--- src/rtl/seq_div_if.sv ---
// Operand/result bundle for the 32-bit sequential divider.
// Handshake: start is a one-cycle request taken only while busy=0 (IDLE); operands are
// sampled on that edge. done pulses for one cycle when quotient/remainder/div_zero update.
interface seq_div_if;
  logic        start;
  logic        is_signed;
  logic [31:0] dividend;
  logic [31:0] divisor;
  logic [31:0] quotient;
  logic [31:0] remainder;
  logic        busy;
  logic        done;
  logic        div_zero;

  modport master (
    output start, is_signed, dividend, divisor,
    input  quotient, remainder, busy, done, div_zero
  );

  modport slave (
    input  start, is_signed, dividend, divisor,
    output quotient, remainder, busy, done, div_zero
  );
endinterface

--- src/rtl/seq_div.sv ---
// 32-bit restoring divider (signed/unsigned), one quotient bit per cycle, 33-cycle latency.
// FSM state is exported on state_dbg for checkers.
module seq_div (
  input  logic       clk,
  input  logic       rst_n,
  seq_div_if.slave   bus,
  output logic [1:0] state_dbg
);

  typedef enum logic [1:0] {
    IDLE = 2'd0,
    CALC = 2'd1,
    FIX  = 2'd2
  } state_t;

  state_t      state;
  state_t      state_next;

  logic [4:0]  cnt;
  logic [32:0] prem;
  logic [31:0] dvd_sh;
  logic [31:0] dvs_mag;
  logic [31:0] dvd_orig;
  logic [31:0] quo_acc;
  logic        q_neg;
  logic        r_neg;
  logic        dz;

  logic        a_neg;
  logic        b_neg;
  logic [31:0] a_mag;
  logic [31:0] b_mag;
  logic [33:0] shifted;
  logic [33:0] diff;
  logic        step_ok;
  logic [31:0] q_fix;
  logic [31:0] r_fix;

  // Operand magnitudes and sign bookkeeping, used only on the accept edge
  always_comb begin
    a_neg = bus.is_signed & bus.dividend[31];
    b_neg = bus.is_signed & bus.divisor[31];
    a_mag = a_neg ? (~bus.dividend + 32'd1) : bus.dividend;
    b_mag = b_neg ? (~bus.divisor + 32'd1) : bus.divisor;
  end

  // One restoring step: a borrow out of the top bit means the trial subtract went negative
  always_comb begin
    shifted = {prem, dvd_sh[31]};
    diff    = shifted - {2'b00, dvs_mag};
    step_ok = ~diff[33];
    q_fix   = q_neg ? (~quo_acc + 32'd1) : quo_acc;
    r_fix   = r_neg ? (~prem[31:0] + 32'd1) : prem[31:0];
  end

  always_comb begin
    state_next = state;
    bus.busy   = 1'b0;
    case (state)
      IDLE: begin
        if (bus.start) state_next = CALC;
      end
      CALC: begin
        bus.busy = 1'b1;
        if (cnt == 5'd31) state_next = FIX;
      end
      FIX: begin
        bus.busy   = 1'b1;
        state_next = IDLE;
      end
      default: state_next = IDLE;
    endcase
  end

  assign state_dbg = state;

  always_ff @(posedge clk) begin
    if (!rst_n) state <= IDLE;
    else        state <= state_next;
  end

  always_ff @(posedge clk) begin
    if (!rst_n) begin
      cnt           <= 5'd0;
      prem          <= 33'd0;
      dvd_sh        <= 32'd0;
      dvs_mag       <= 32'd0;
      dvd_orig      <= 32'd0;
      quo_acc       <= 32'd0;
      q_neg         <= 1'b0;
      r_neg         <= 1'b0;
      dz            <= 1'b0;
      bus.quotient  <= 32'd0;
      bus.remainder <= 32'd0;
      bus.div_zero  <= 1'b0;
      bus.done      <= 1'b0;
    end else begin
      bus.done <= 1'b0;
      case (state)
        IDLE: begin
          if (bus.start) begin
            cnt      <= 5'd0;
            prem     <= 33'd0;
            dvd_sh   <= a_mag;
            dvs_mag  <= b_mag;
            dvd_orig <= bus.dividend;
            quo_acc  <= 32'd0;
            q_neg    <= a_neg ^ b_neg;
            r_neg    <= a_neg;
            dz       <= (bus.divisor == 32'd0);
          end
        end
        CALC: begin
          prem    <= step_ok ? diff[32:0] : shifted[32:0];
          dvd_sh  <= {dvd_sh[30:0], 1'b0};
          quo_acc <= {quo_acc[30:0], step_ok};
          cnt     <= cnt + 5'd1;
        end
        FIX: begin
          // A zero divisor reports all-ones and hands back the untouched dividend
          bus.quotient  <= dz ? 32'hFFFF_FFFF : q_fix;
          bus.remainder <= dz ? dvd_orig : r_fix;
          bus.div_zero  <= dz;
          bus.done      <= 1'b1;
        end
        default: ;
      endcase
    end
  end

endmodule

--- src/flat_wrapper.sv ---
// flat-port wrapper written by rule: the top's interface ports become plain ports
module seq_div_flat 
  (clk, rst_n, state_dbg, bus_start, bus_is_signed, bus_dividend, bus_divisor, bus_quotient, bus_remainder, bus_busy, bus_done, bus_div_zero);
  seq_div_if bus_i ();
  input  logic clk;
  input  logic rst_n;
  output logic [1:0] state_dbg;
  input wire logic [$bits(bus_i.start)-1:0] bus_start;
  input wire logic [$bits(bus_i.is_signed)-1:0] bus_is_signed;
  input wire logic [$bits(bus_i.dividend)-1:0] bus_dividend;
  input wire logic [$bits(bus_i.divisor)-1:0] bus_divisor;
  output wire logic [$bits(bus_i.quotient)-1:0] bus_quotient;
  output wire logic [$bits(bus_i.remainder)-1:0] bus_remainder;
  output wire logic [$bits(bus_i.busy)-1:0] bus_busy;
  output wire logic [$bits(bus_i.done)-1:0] bus_done;
  output wire logic [$bits(bus_i.div_zero)-1:0] bus_div_zero;
  assign bus_i.start = bus_start;
  assign bus_i.is_signed = bus_is_signed;
  assign bus_i.dividend = bus_dividend;
  assign bus_i.divisor = bus_divisor;
  assign bus_quotient = bus_i.quotient;
  assign bus_remainder = bus_i.remainder;
  assign bus_busy = bus_i.busy;
  assign bus_done = bus_i.done;
  assign bus_div_zero = bus_i.div_zero;
  seq_div u_core (.clk(clk), .rst_n(rst_n), .bus(bus_i), .state_dbg(state_dbg));
endmodule
--- config.mk ---
export PLATFORM = sky130hd
export DESIGN_NAME = seq_div_flat
export DESIGN_NICKNAME = d
export VERILOG_FILES = /design/src/rtl/seq_div_if.sv /design/src/rtl/seq_div.sv /design/src/flat_wrapper.sv
export SDC_FILE = /design/constraint.sdc
export NUM_CORES = 1
export LEC_CHECK = 0
export CAP_MARGIN = 40
export CORE_MARGIN = 4
export CORE_UTILIZATION = 55
export CTS_CLUSTER_SIZE = 28
export DETAILED_ROUTE_END_ITERATION = 8
export GPL_TIMING_DRIVEN = 0
export HOLD_SLACK_MARGIN = 0.12
export PLACE_DENSITY = 0.86
export SLEW_MARGIN = 15
export SYNTH_ARGS = -nofsm -noshare
export SYNTH_HDL_FRONTEND = slang
export SYNTH_SLANG_ARGS = --single-unit
--- constraint.sdc ---
create_clock -name clk -period 5.6 [get_ports clk]
set_clock_uncertainty 0.15 [all_clocks]
set_input_delay 1.12 -clock clk [delete_from_list [all_inputs] [get_ports clk]]
set_output_delay 1.12 -clock clk [all_outputs]
set_load 0.02 [all_outputs]
-- After elaboration in Yosys (flattened, before gate mapping)
Cells that the tools add are included.
- flip-flop bits (word level): 237
- output and inout bits: 69
- add/sub/neg operators: 6
- eq/ne operators: 5
- multiplexer cells: 20
- bitwise operators: 8
- reductions and logical operators: 7
- operator list (cell ; count):
    32-bit 2-to-1 mux ; 8
    32-bit by 1-bit adder with 32-bit output (second input constant) ; 4
    32-bit NOT ; 4
    32-bit case mux with 2 select lines ; 2
    33-bit 2-to-1 mux ; 2
    33-bit case mux with 2 select lines ; 1
    34-bit by 32-bit subtractor with 34-bit output ; 1
    32-bit zero test ; 1
    5-bit case mux with 2 select lines ; 1
    2-bit AND reduction ; 3
    5-bit by 1-bit adder with 5-bit output (second input constant) ; 1
    5-bit == test (second input constant) ; 1
    5-bit 2-to-1 mux ; 1
    2-bit 2-to-1 mux ; 2
    2-bit case mux with 2 select lines ; 1
    1-bit AND ; 2
    2-bit by 1-bit == test with 1-bit output (second input constant) ; 1
    2-bit == test (second input constant) ; 1
    2-bit zero test ; 1
    1-bit 2-to-1 mux ; 2
    2-bit by 1-bit inequality test with 1-bit output (second input constant) ; 1
    2-bit inequality test (second input constant) ; 1
    2-bit nonzero test ; 1
    2-bit OR reduction ; 1
    2 further kinds ; 2

-- Logic depth before layout (Yosys ltp)
- depth in word-level cells: 5
- mapped depth: 13

-- Worst setup path after synthesis
Ideal clock, no wire load.
- path kind: input to register
- start point: in bus_divisor[4]
- end point: reg u_core.dvs_mag[25]
- setup time: 0.086 ns
- arrival: 2.979 ns
- data required time: 5.364 ns
- setup slack: 2.385 ns
- stages on the path: 8
- path through: or4_4 > nor2_1 > and3b_1 > nand2_1 > or3_4 > o31ai_1 > xor2_1 > a211oi_1
- longest elaborated chain between the ends: 3
- ends and longest elaborated chain (item ; RTL line ; RTL):
    from (decl) ; flat_wrapper.sv:11 ; input wire logic [$bits(bus_i.divisor)-1:0] bus_divisor;
    32-bit NOT ; seq_div.sv:44 ; b_mag = b_neg ? (~bus.divisor + 32'd1) : bus.divisor;
    32-bit by 1-bit adder with 32-bit output ; seq_div.sv:44 ;
    32-bit 2-to-1 mux ; seq_div.sv:44 ;
    to (signal assigned) ; seq_div.sv:105 ; dvs_mag <= b_mag;
    to (decl) ; seq_div.sv:22 ; logic [31:0] dvs_mag;
No other way between the ends.
A chain may end at the register's enable or synchronous reset.

-- Worst setup path in the final report
- start point: in bus_divisor[4]
- end point: reg u_core.dvs_mag[26]
The elaborated chain is that of the path after synthesis.

==> results by group <==
STA
  – Share of the cycle needed by the critical path after routing: 67.5%
  – RSZ-0062 raised after global routing: no
  – Maximum clock frequency: 265 MHz
  – Tightest Pin Transition: 0.924 ns
  – Final worst hold slack: 0.308 ns
  – Final worst path period need: 3.78 ns
  – Max-slew headroom at the worst pin: 38.4%
  – Hold Vio Cnt, Final: 0
  – Total negative slack: 0 ns
  – # setup viols final: 0
  – Pins over their slew limit: 0

Power and ir drop
  – Power Density: 253 mW/mm^2
  – Internal power of the cells: 2.96 mW
  – Sw Ratio: 27.4%
  – Cell leakage power: 6.09 nW
  – VDD IR-drop max: 0.197 mV
  – Switching power: 1.12 mW
  – Power share of the sequential group: 43.7%
  – Clock network fraction of design power: 41.0%
  – Part of the power in combinational logic: 15.3%

Logic synthesis
  – Top post-synthesis cells by area: dfxtp_1, a21oi_1, nand2_1, xor2_1, nor2_1
  – Mapped Nets: 1,823
  – Async S/R FF share, synth: 0%
  – Xor/xnor cell area share of the yosys netlist: 8.81%
  – Cell type with the highest aggregate area in the netlist: dfxtp_1
  – Summed instance area of the synthesized netlist: 0.0135 sq mm
  – Post-synthesis adder-cell area fraction: 3.94%
  – Main combinational cell family by area after synthesis: compound AO/OA/AOI/OAI gates
  – Portion of synthesized cell area occupied by the leading cell type: 35.1%
  – Simple logic cell fraction of the synthesized area: 20.3%
  – Share of the synthesized area in compound gates (AO/OA/AOI/OAI): 25.0%
  – Primary FF master, synth: dfxtp_1
  – Register bit total from synthesis: 237
  – Post-synthesis sequential area ratio: 35.1%
  – Portion of netlist area occupied by mux cells: 1.70%
  – Avg Cell Area, Syn: 7.89 sq um
  – Number of different library cells in the post-synthesis netlist: 71
  – Syn Inst Count: 1,713
  – Number of synthesized flops with an enable pin: 0
  – Ys Warns: 0

Routing
  – Total wirelength of the detailed-routed design: 42.7 mm
  – First-pass detailed-route iteration total: 9
  – Number of DRC violations after detailed routing: 8
  – DR iter-0 viols: 1,708
  – Number of vias in the routed layout: 13.9k
  – Average wire per standard cell: 19.2 um
  – Via density per instance: 6.26
  – Antenna-violating nets left: 0

Clocking
  – Number of gates resized after CTS: 0
  – Clock Pin Slew Worst Setup and Hold Paths: 0.06 ns
  – Num Clock Sinks: 237
  – Post-CTS Setup Bufs: 0
  – Clock tree from TritonCTS: yes
  – H-tree levels: 1
  – Clock Latency Late Sink: 0.53 ns
  – Num CTS Buffers: 25
  – Buffer levels on the longest clock path: 3
  – Root buffer cell: clkbuf_16
  – Cts hold-fix bufs: 0

Global routing
  – Grt total ovfl: 0
  – First-pass GRT wire length: 67.1 mm
  – Met2 capacity usage during global routing: 51.2%
  – All-Layer GR Usage: 30.6%
  – M1 GR Usage: 39.0%
  – M3 GR Usage: 5.74%
  – Via count of the first global-routing pass: 13.1k
  – Pin count of the biggest net entering global routing: 15
  – Most crowded layer after global routing: met2
  – Number of antenna violations at the first check in global routing: 0

Critical path
  – Cells along the critical path: clkdlybuf4s50_1 > or4_4 > nor3_2 > nand3_1 > nor3_1 > a21oi_1 > xnor2_1 > a211oi_1
  – Startpoint of the lowest-slack register-to-register path: u_core.prem[9]
  – Critical path launch point: bus_divisor[4]
  – Worst Path Buf+Inv: 1
  – CP endpoint kind: flip-flop
  – Critical path fanouts, max: 7
  – Slowest Stage Delay on Critical Path: 0.68 ns
  – Slowest CP cell: nor3_1
  – Startpoint type of the worst setup path: input pin
  – Worst Path Required: 5.89 ns
  – Critical path data arrival time: 4.06 ns
  – Type of the worst setup path: input pin to flip-flop
  – Kind of cell adding the most delay to the critical path: simple AND/OR/NAND/NOR gates

Floorplanning
  – Die Footprint: 0.0272 sq mm
  – Row cnt: 57
  – Die X-Extent: 165 um
  – Starting density of the core: 55.8%
  – Y dimension of the die: 165 um
  – Core area: 0.0242 sq mm
  – I/O pins: 137

Min path
  – Launch point of the worst hold path: u_core.dvd_orig[14]
  – Classification of the worst-slack hold path: flip-flop to flip-flop

Final layout
  – Area growth from synthesis to final layout: 19.3%
  – Number of nets in the layout: 1,988
  – Diode count: 0
  – Share of final-layout standard cells stronger than drive strength 1: 4.22%

Placed design
  – Hpwl dp: 31.5 mm
  – Routability congestion estimate: 0.948
  – Port Buffer Count: 135

Outcome
  – Outcome: finished with violations
  – Failing checks: DRC

Flow run
  – Count of max-cap constraint violations: 0
[final cells by class]
| cell class | instances | area, sq um |
|---|---|---|
| fillers | 1997 | 8120 |
| multi-input cells | 1295 | 8080 |
| flip-flops and latches | 237 | 4740 |
| repair buffers | 138 | 1390 |
| clock buffers | 35 | 713 |
| plain buffers | 123 | 475 |
| well taps | 324 | 405 |
| inverters | 58 | 218 |
| clock inverters | 9 | 101 |
[power groups by stage]
stage | logic [mW] | clock network [mW] | registers (mW)
floorplan | 0.401 | 0 | 1.81
global placement | 0.585 | 0 | 1.81
detailed placement | 0.603 | 0 | 1.82
CTS | 0.609 | 1.67 | 1.78
global route | 0.681 | 1.73 | 1.79
finish | 0.625 | 1.67 | 1.78
[cell families (layout without fill, tap and decap cells)]
group	count (synthesis)	after routing
simple gates	576	576
flops	237	237
fa+ha+maj	42	42
compound gates	518	518
mux	23	23
xor+xnor	136	136
buf+inv	181	363
[cells in the final DEF, fill, tap and decap left out, drive strengths merged, types with 22 or more instances in the layout]
cell type      netlist  layout
xnor2               54      54
nor2               185     185
dfxtp              237     237
a211oi              34      34
ha                  41      41
or3                 22      22
mux2i               23      23
a21oi              152     152
o211ai              43      43
nor3                28      28
nand2              199     199
a222oi              29      29
nand3               23      23
clkdlybuf4s50        0     135
buf                 21      24
o21ai              118     118
nand4               24      24
inv                 57      57
clkbuf             102     137
a22oi               34      34
xor2                82      82
[cell usage after synthesis (all sizes together) (29+ instances only)]
cell type and instances:
xnor2 54, a22oi 34, o21ai 118, nor2 185, o211ai 43, inv 57, a211oi 34, a222oi 29
nand2 199, clkbuf 102, xor2 82, a21oi 152, dfxtp 237, ha 41
[worst min-delay path, cell delays in order, from the launching register on]
cell and delay (ns):
dfxtp_1 0.31, nand2_1 0.05, a21oi_1 0.05
[worst paths after layout]
check	end	slack [ns]	depth (start not counted)
min reg2reg	u_core.dvd_orig[14]	0.31	2
max	u_core.dvs_mag[26]	1.82	8
min	u_core.dvd_orig[14]	0.31	2
max reg2reg	u_core.prem[16]	2.02	10
[metrics by stage]
stage	std cells	total power [mW]	cell area [sq um]	utilization [%]	worst slack (ns)
after floorplan	1713	2.21	13500	-	2.39
after global placement	2172	2.40	15300	63.0	1.21
after detailed placement	2174	2.42	15300	63.1	1.34
after CTS	2218	4.05	16100	66.5	1.87
after global routing	2219	4.20	16100	66.5	1.60
final	2219	4.07	16100	66.5	1.82
[flip-flops by register name, summed over array words and instances, names as in the netlist]
name                  flops
u_core.bus.remainder     32
u_core.state_dbg          2
u_core.cnt                5
u_core.bus.done           1
u_core.bus.quotient      32
u_core.prem              33
u_core.dz                 1
u_core.dvs_mag           32
u_core.quo_acc           32
u_core.dvd_orig          32
u_core.bus.div_zero       1
u_core.r_neg              1
u_core.dvd_sh            32
u_core.q_neg              1
[per-layer routing]
metal / part of all wire, % / routed length [um] / up-vias
met5: 0 / 0 / -
met4: 4.3 / 1820 / 0
met3: 9.4 / 4000 / 140
met2: 46 / 19700 / 739
met1: 40 / 17200 / 6522
li1: - / - / 6494
(Power assumes the default switching activity.)
